===== src/rtl/slicer_pkg.sv =====
// Shared widths and FSM state type for the slicer input arbiter.
package slicer_pkg;

    localparam int unsigned W      = 11;
    localparam int unsigned ADDR_W = 4;
    localparam int unsigned DATA_W = W - ADDR_W;

    typedef enum logic [0:0] {
        StEmpty,
        StFull
    } state_e;

endpackage


===== src/rtl/rr_pick.sv =====
// Round-robin winner search: first valid requester at or above ptr, wrapping modulo N_REQ.
module rr_pick #(
    parameter int unsigned N_REQ = 4,
    parameter int unsigned IDX_W = 2
) (
    input  logic [N_REQ-1:0] valid,
    input  logic [IDX_W-1:0] ptr,
    output logic [N_REQ-1:0] grant,
    output logic [IDX_W-1:0] idx,
    output logic             any
);

    int unsigned j;

    always_comb begin
        grant = '0;
        idx   = '0;
        any   = 1'b0;
        j     = 0;
        for (int unsigned k = 0; k < N_REQ; k++) begin
            j = (int'(ptr) + k) % N_REQ;
            if (!any && valid[j]) begin
                any      = 1'b1;
                grant[j] = 1'b1;
                idx      = IDX_W'(j);
            end
        end
    end

endmodule


===== src/rtl/slicer_input_arbiter.sv =====
// Round-robin arbiter feeding one output register toward the bitslicer.
// Optional feature: define SLICER_ARB_PRIO_EN to let all-ones-address packets pre-empt round-robin.
module slicer_input_arbiter #(
    parameter int unsigned N_REQ  = 4,
    parameter int unsigned W      = slicer_pkg::W,
    parameter int unsigned ADDR_W = slicer_pkg::ADDR_W,
    localparam int unsigned IDX_W = (N_REQ > 1) ? $clog2(N_REQ) : 1
) (
    input  logic               CLK,
    input  logic               RESET,
    input  logic [N_REQ-1:0]   req_valid,
    input  logic [N_REQ*W-1:0] req_data,
    output logic [N_REQ-1:0]   req_ready,
    output logic               out_valid,
    output logic [W-1:0]       out_data,
    output logic [IDX_W-1:0]   out_src,
    input  logic               out_ready,
    output logic [15:0]        pkt_count
);

    import slicer_pkg::*;

    state_e           state_q, state_d;
    logic [IDX_W-1:0] rr_ptr_q, rr_ptr_d;
    logic [W-1:0]     out_data_q, out_data_d;
    logic [IDX_W-1:0] out_src_q, out_src_d;
    logic [15:0]      pkt_count_q, pkt_count_d;

    logic [N_REQ-1:0] rr_grant;
    logic [IDX_W-1:0] rr_idx;
    logic             rr_any;

    logic [N_REQ-1:0] win_grant;
    logic [IDX_W-1:0] win_idx;
    logic             win_any;
    logic             rr_update;

    logic             arb_en;
    logic             granted;
    logic             out_xfer;

    rr_pick #(
        .N_REQ (N_REQ),
        .IDX_W (IDX_W)
    ) u_rr_pick (
        .valid (req_valid),
        .ptr   (rr_ptr_q),
        .grant (rr_grant),
        .idx   (rr_idx),
        .any   (rr_any)
    );

`ifdef SLICER_ARB_PRIO_EN
    logic [N_REQ-1:0] prio_valid;
    logic [N_REQ-1:0] prio_grant;
    logic [IDX_W-1:0] prio_idx;
    logic             prio_any;
    logic [IDX_W-1:0] prio_ptr;

    assign prio_ptr = '0;

    always_comb begin
        prio_valid = '0;
        for (int unsigned i = 0; i < N_REQ; i++) begin
            prio_valid[i] = req_valid[i] && (req_data[i*W + W - ADDR_W +: ADDR_W] == '1);
        end
    end

    // Pointer fixed at zero gives lowest-index-first among priority packets.
    rr_pick #(
        .N_REQ (N_REQ),
        .IDX_W (IDX_W)
    ) u_prio_pick (
        .valid (prio_valid),
        .ptr   (prio_ptr),
        .grant (prio_grant),
        .idx   (prio_idx),
        .any   (prio_any)
    );

    assign win_grant = prio_any ? prio_grant : rr_grant;
    assign win_idx   = prio_any ? prio_idx   : rr_idx;
    assign win_any   = rr_any;
    assign rr_update = !prio_any;
`else
    assign win_grant = rr_grant;
    assign win_idx   = rr_idx;
    assign win_any   = rr_any;
    assign rr_update = 1'b1;
`endif

    assign out_xfer = (state_q == StFull) && out_ready;
    // Reset gates the handshake so no requester sees a grant while state is being cleared.
    assign arb_en   = !RESET && ((state_q == StEmpty) || out_ready);
    assign granted  = arb_en && win_any;

    assign req_ready = granted ? win_grant : '0;
    assign out_valid = (state_q == StFull);
    assign out_data  = out_data_q;
    assign out_src   = out_src_q;
    assign pkt_count = pkt_count_q;

    always_comb begin
        state_d     = state_q;
        rr_ptr_d    = rr_ptr_q;
        out_data_d  = out_data_q;
        out_src_d   = out_src_q;
        pkt_count_d = pkt_count_q;

        unique case (state_q)
            StEmpty: if (granted) state_d = StFull;
            StFull:  if (out_ready && !granted) state_d = StEmpty;
            default: state_d = StEmpty;
        endcase

        if (granted) begin
            out_data_d = req_data[int'(win_idx)*W +: W];
            out_src_d  = win_idx;
            if (rr_update) begin
                rr_ptr_d = (int'(win_idx) == N_REQ - 1) ? '0 : win_idx + 1'b1;
            end
        end

        if (out_xfer) pkt_count_d = pkt_count_q + 16'd1;
    end

    always_ff @(posedge CLK or posedge RESET) begin
        if (RESET) begin
            state_q     <= StEmpty;
            rr_ptr_q    <= '0;
            out_data_q  <= '0;
            out_src_q   <= '0;
            pkt_count_q <= '0;
        end else begin
            state_q     <= state_d;
            rr_ptr_q    <= rr_ptr_d;
            out_data_q  <= out_data_d;
            out_src_q   <= out_src_d;
            pkt_count_q <= pkt_count_d;
        end
    end

endmodule

===== config.mk =====
export PLATFORM = sky130hd
export DESIGN_NAME = slicer_input_arbiter
export DESIGN_NICKNAME = d
export VERILOG_FILES = /design/src/rtl/slicer_pkg.sv /design/src/rtl/rr_pick.sv /design/src/rtl/slicer_input_arbiter.sv
export SDC_FILE = /design/constraint.sdc
export NUM_CORES = 1
export LEC_CHECK = 0
export BUFFER_PORTS_ARGS = -buffer_cell sky130_fd_sc_hd__buf_2
export CAP_MARGIN = 40
export CORE_MARGIN = 1.5
export CORE_UTILIZATION = 44
export CTS_CLUSTER_SIZE = 25
export DETAILED_ROUTE_END_ITERATION = 10
export PLACE_DENSITY = 0.76
export SLEW_MARGIN = 20
export SYNTH_ARGS = -nofsm -noshare
export SYNTH_HDL_FRONTEND = slang
export SYNTH_SLANG_ARGS = --single-unit

===== constraint.sdc =====
create_clock -name CLK -period 3.2 [get_ports CLK]
set_clock_uncertainty 0.15 [all_clocks]
set_input_delay 0.64 -clock CLK [delete_from_list [all_inputs] [get_ports CLK]]
set_output_delay 0.64 -clock CLK [all_outputs]
set_load 0.01 [all_outputs]

==> out/summary.txt <==
Yosys warns = 0
Global-route wire length before repair = 8710 microns
IO Port Bufs = 84
Die W = 73.4 microns
ANT cells = 0
Placed cell count = 366
CTS tree = yes
Clock insertion delay at the later pin of the skew report = 0.28 ns
Slew @ Worst Pin = 0.799 ns
Final Util = 60.1%
Post-synth top area share = 36.7%
Vias in the first global route = 1977
Final setup fails = 0
Max stage delay on crit path = 0.45 ns
Worst Hold Class = register to register
Status = completed
Cell family with most CP delay = compound AO/OA/AOI/OAI gates
Post-synthesis xor/xnor area fraction = 6.43%
Leading register cell type out of synthesis = dfrtp_1
Clk root buf = clkbuf_8
Syn avg cell area = 9.77 sq um
Critical-path cell list = clkinvlp_4 > ha_4 > or3b_2 > o21ai_0 > a32oi_1 > o32ai_4 > a221oi_1 > nor2_1 > buf_2
RSZ-0062 raised after global routing = yes
Fin crit period = 3.12 ns
Post-layout nets = 371
Vias = 2129
CP Depth = 9
CP arrival = 2.33 ns
Critical path class = register to output pin
Share of cells above drive strength 1 = 42.3%
Core ar. = 4750 sq um
Mapped Cells = 223
Iteration-0 DRC Markers = 151
Complex-gate fraction of the synthesized area = 20.3%
Worst hold slack = 0.323 ns
# IOs = 85
Tot GR Track Use = 20.3%
Worst Path Max Fanout = 5
Pwr Density = 912 nW/um^2
Multiplexer share of the synthesized area = 11.3%
Die Y = 73.4 microns
Peak VDD IR = 0.572 mV
Async SR Flop Fraction = 100%
Net Sw Power = 1.09 mW
Worst setup margin = 0.0794 ns
Layout Cells excl Fill = 379
Cell Area, Placed = 2660 sq um
Grt total ovfl = 0
Sw Ratio = 42.0%
Post-synth top cells = dfrtp_1 (32), nand2_1 (17), nand3_1 (17)
Cell Area, Synth = 2180 sq um
Routed WL per cell = 14.7 microns
Synth Register Bits = 32
Final Slew Violations = 0
Synthesized-area fraction occupied by and/or/nand/nor cells = 15.3%
DRC violations left = 0
Dpl ws = 0.178 ns
Fmax = 320 MHz
H-Tree Depth = 2
Post-DRT Antenna Nets = 0
Area growth from synthesis to layout = 31.1%
Top post-synthesis cells by area = dfrtp_1 (37%), ha_1 (5.2%), a221o_1 (5.1%)
CP Data Required Time = 2.41 ns
Largest family of logic cells by synthesized area = compound AO/OA/AOI/OAI gates
Clk sinks = 32
CTS clk-pin slew, worst paths = 0.07 ns
CP Capture Type = output pin
Worst hold stages = 1
Initial antenna violation count = 0
Synth cell types = 47
Total Wirelength = 5590 microns
Worst reg-to-reg path cell count = 9
Critical path startpoint category = register
Yosys top cell by area = dfrtp_1
Cell Rows = 25
Most common cell in the netlist = dfrtp_1
First-pass DRT Iterations = 4
Number of buffers created by CTS = 5
RD Place Congestion = 0.854
Overall die area = 5380 sq um
DR vias/cell = 5.62
Initial Util = 45.8%
Period utilization = 97.5%
Largest net degree at the start of global routing = 33
Register area share after synthesis = 36.7%
Slowest CP cell = or3b_2
Combinational Power Share = 60.5%
Post-layout instance area = 2860 sq um
Area share of fa/ha/maj cells after synthesis = 5.17%
Post-synth EDFFs = 0
Max Buffers Root-to-Sink = 2
Leakage = 1.37 nW
Internal = 1.51 mW
Max-slew headroom = 46.5%
Part of the power in registers = 24.5%
Clock power share = 14.9%
Max_cap viols = 0
Hold Fails Final Rpt = 0
Syn_nets = 283
Crit path buf inv count = 2
Post-DP HPWL = 4050 microns
[cell usage in the layout (no fill, tap or decap), types with 2 or more instances in the layout]
| master | netlist | routed |
|---|---|---|
| clkbuf_8 | 0 | 5 |
| buf_2 | 2 | 84 |
| ha_1 | 9 | 8 |
| o21a_1 | 2 | 2 |
| mux4_2 | 3 | 3 |
| nand2b_1 | 3 | 3 |
| nor2b_1 | 3 | 3 |
| mux2_2 | 6 | 6 |
| dfrtp_1 | 32 | 31 |
| nor2_1 | 14 | 14 |
| nand2_1 | 17 | 17 |
| nor3_1 | 3 | 3 |
| a221oi_1 | 4 | 2 |
| nor4_1 | 2 | 2 |
| mux2_4 | 6 | 6 |
| nand3_1 | 17 | 17 |
| a221o_1 | 11 | 11 |
| a22oi_1 | 4 | 4 |
| xnor2_1 | 12 | 12 |
| xor2_1 | 4 | 4 |
| inv_1 | 4 | 2 |
| buf_4 | 1 | 12 |
| a221oi_2 | 0 | 2 |
| a21oi_1 | 16 | 16 |
| o21ai_0 | 14 | 14 |
| clkinvlp_4 | 0 | 2 |
[per-layer routing]
layer	vias to the layer above	global-route usage, %	routed length [microns]
met5	-	0	0
met4	0	4.94	55
met3	6	3.98	338
met2	97	34.1	2730
met1	1026	27.0	2460
li1	1000	-	-
[layout make-up]
class	count	area [sq um]
tap	67	83.8
clock inverter	3	42.5
inverter	4	18.8
timing repair buffer	97	522
sequential	32	802
multi-input combinational	171	1320
fill	443	1900
clock buffer	5	68.8
[power by group through the flow]
stage | clock, mW | combinational (mW) | sequential (mW)
2_1_floorplan | 0 | 1.03 | 0.702
3_3_place_gp | 0 | 1.41 | 0.636
3_5_place_dp | 0 | 1.45 | 0.638
4_1_cts | 0.391 | 1.48 | 0.636
5_1_grt | 0.415 | 1.71 | 0.657
6_report | 0.389 | 1.58 | 0.639
[registers in the layout, summed over array words and instances (netlist names)]
name and cells:
rr_ptr_q 2, out_data 11, out_src 2, out_valid 1, pkt_count 16
[per-stage QoR]
| step | power, mW | setup TNS (ns) |
|---|---|---|
| floorplan | 1.74 | 0 |
| global placement | 2.04 | 0 |
| detailed placement | 2.09 | 0 |
| CTS | 2.51 | 0 |
| global route | 2.78 | -0.0275 |
| finish | 2.61 | 0 |
[repair_timing]
item,4_1_cts,5_1_grt
buffers inserted,0,5
hold endpoints to repair,0,0
resized for setup,2,5
hold buffers,0,0
pin swaps,1,1
setup endpoints to repair,4,4
[final timing paths]
path                          startpoint            end  slack (ns)
max in group asynchronous          RESET    rr_ptr_q[0]        2.26
min                        pkt_count[15]  pkt_count[15]        0.32
min in group asynchronous          RESET    out_data[2]        0.34
max                          rr_ptr_q[0]   req_ready[1]        0.08
max reg2reg                  rr_ptr_q[0]    out_data[3]        0.38
min reg2reg                pkt_count[15]  pkt_count[15]        0.32
[cell families after synthesis]
kind of cell,count (synthesis)
simple gates,67
compound gates,62
flops,32
buf+inv,20
mux,17
xor+xnor,16
fa+ha+maj,9
No activity file was read; power rests on OpenSTA's default activity.
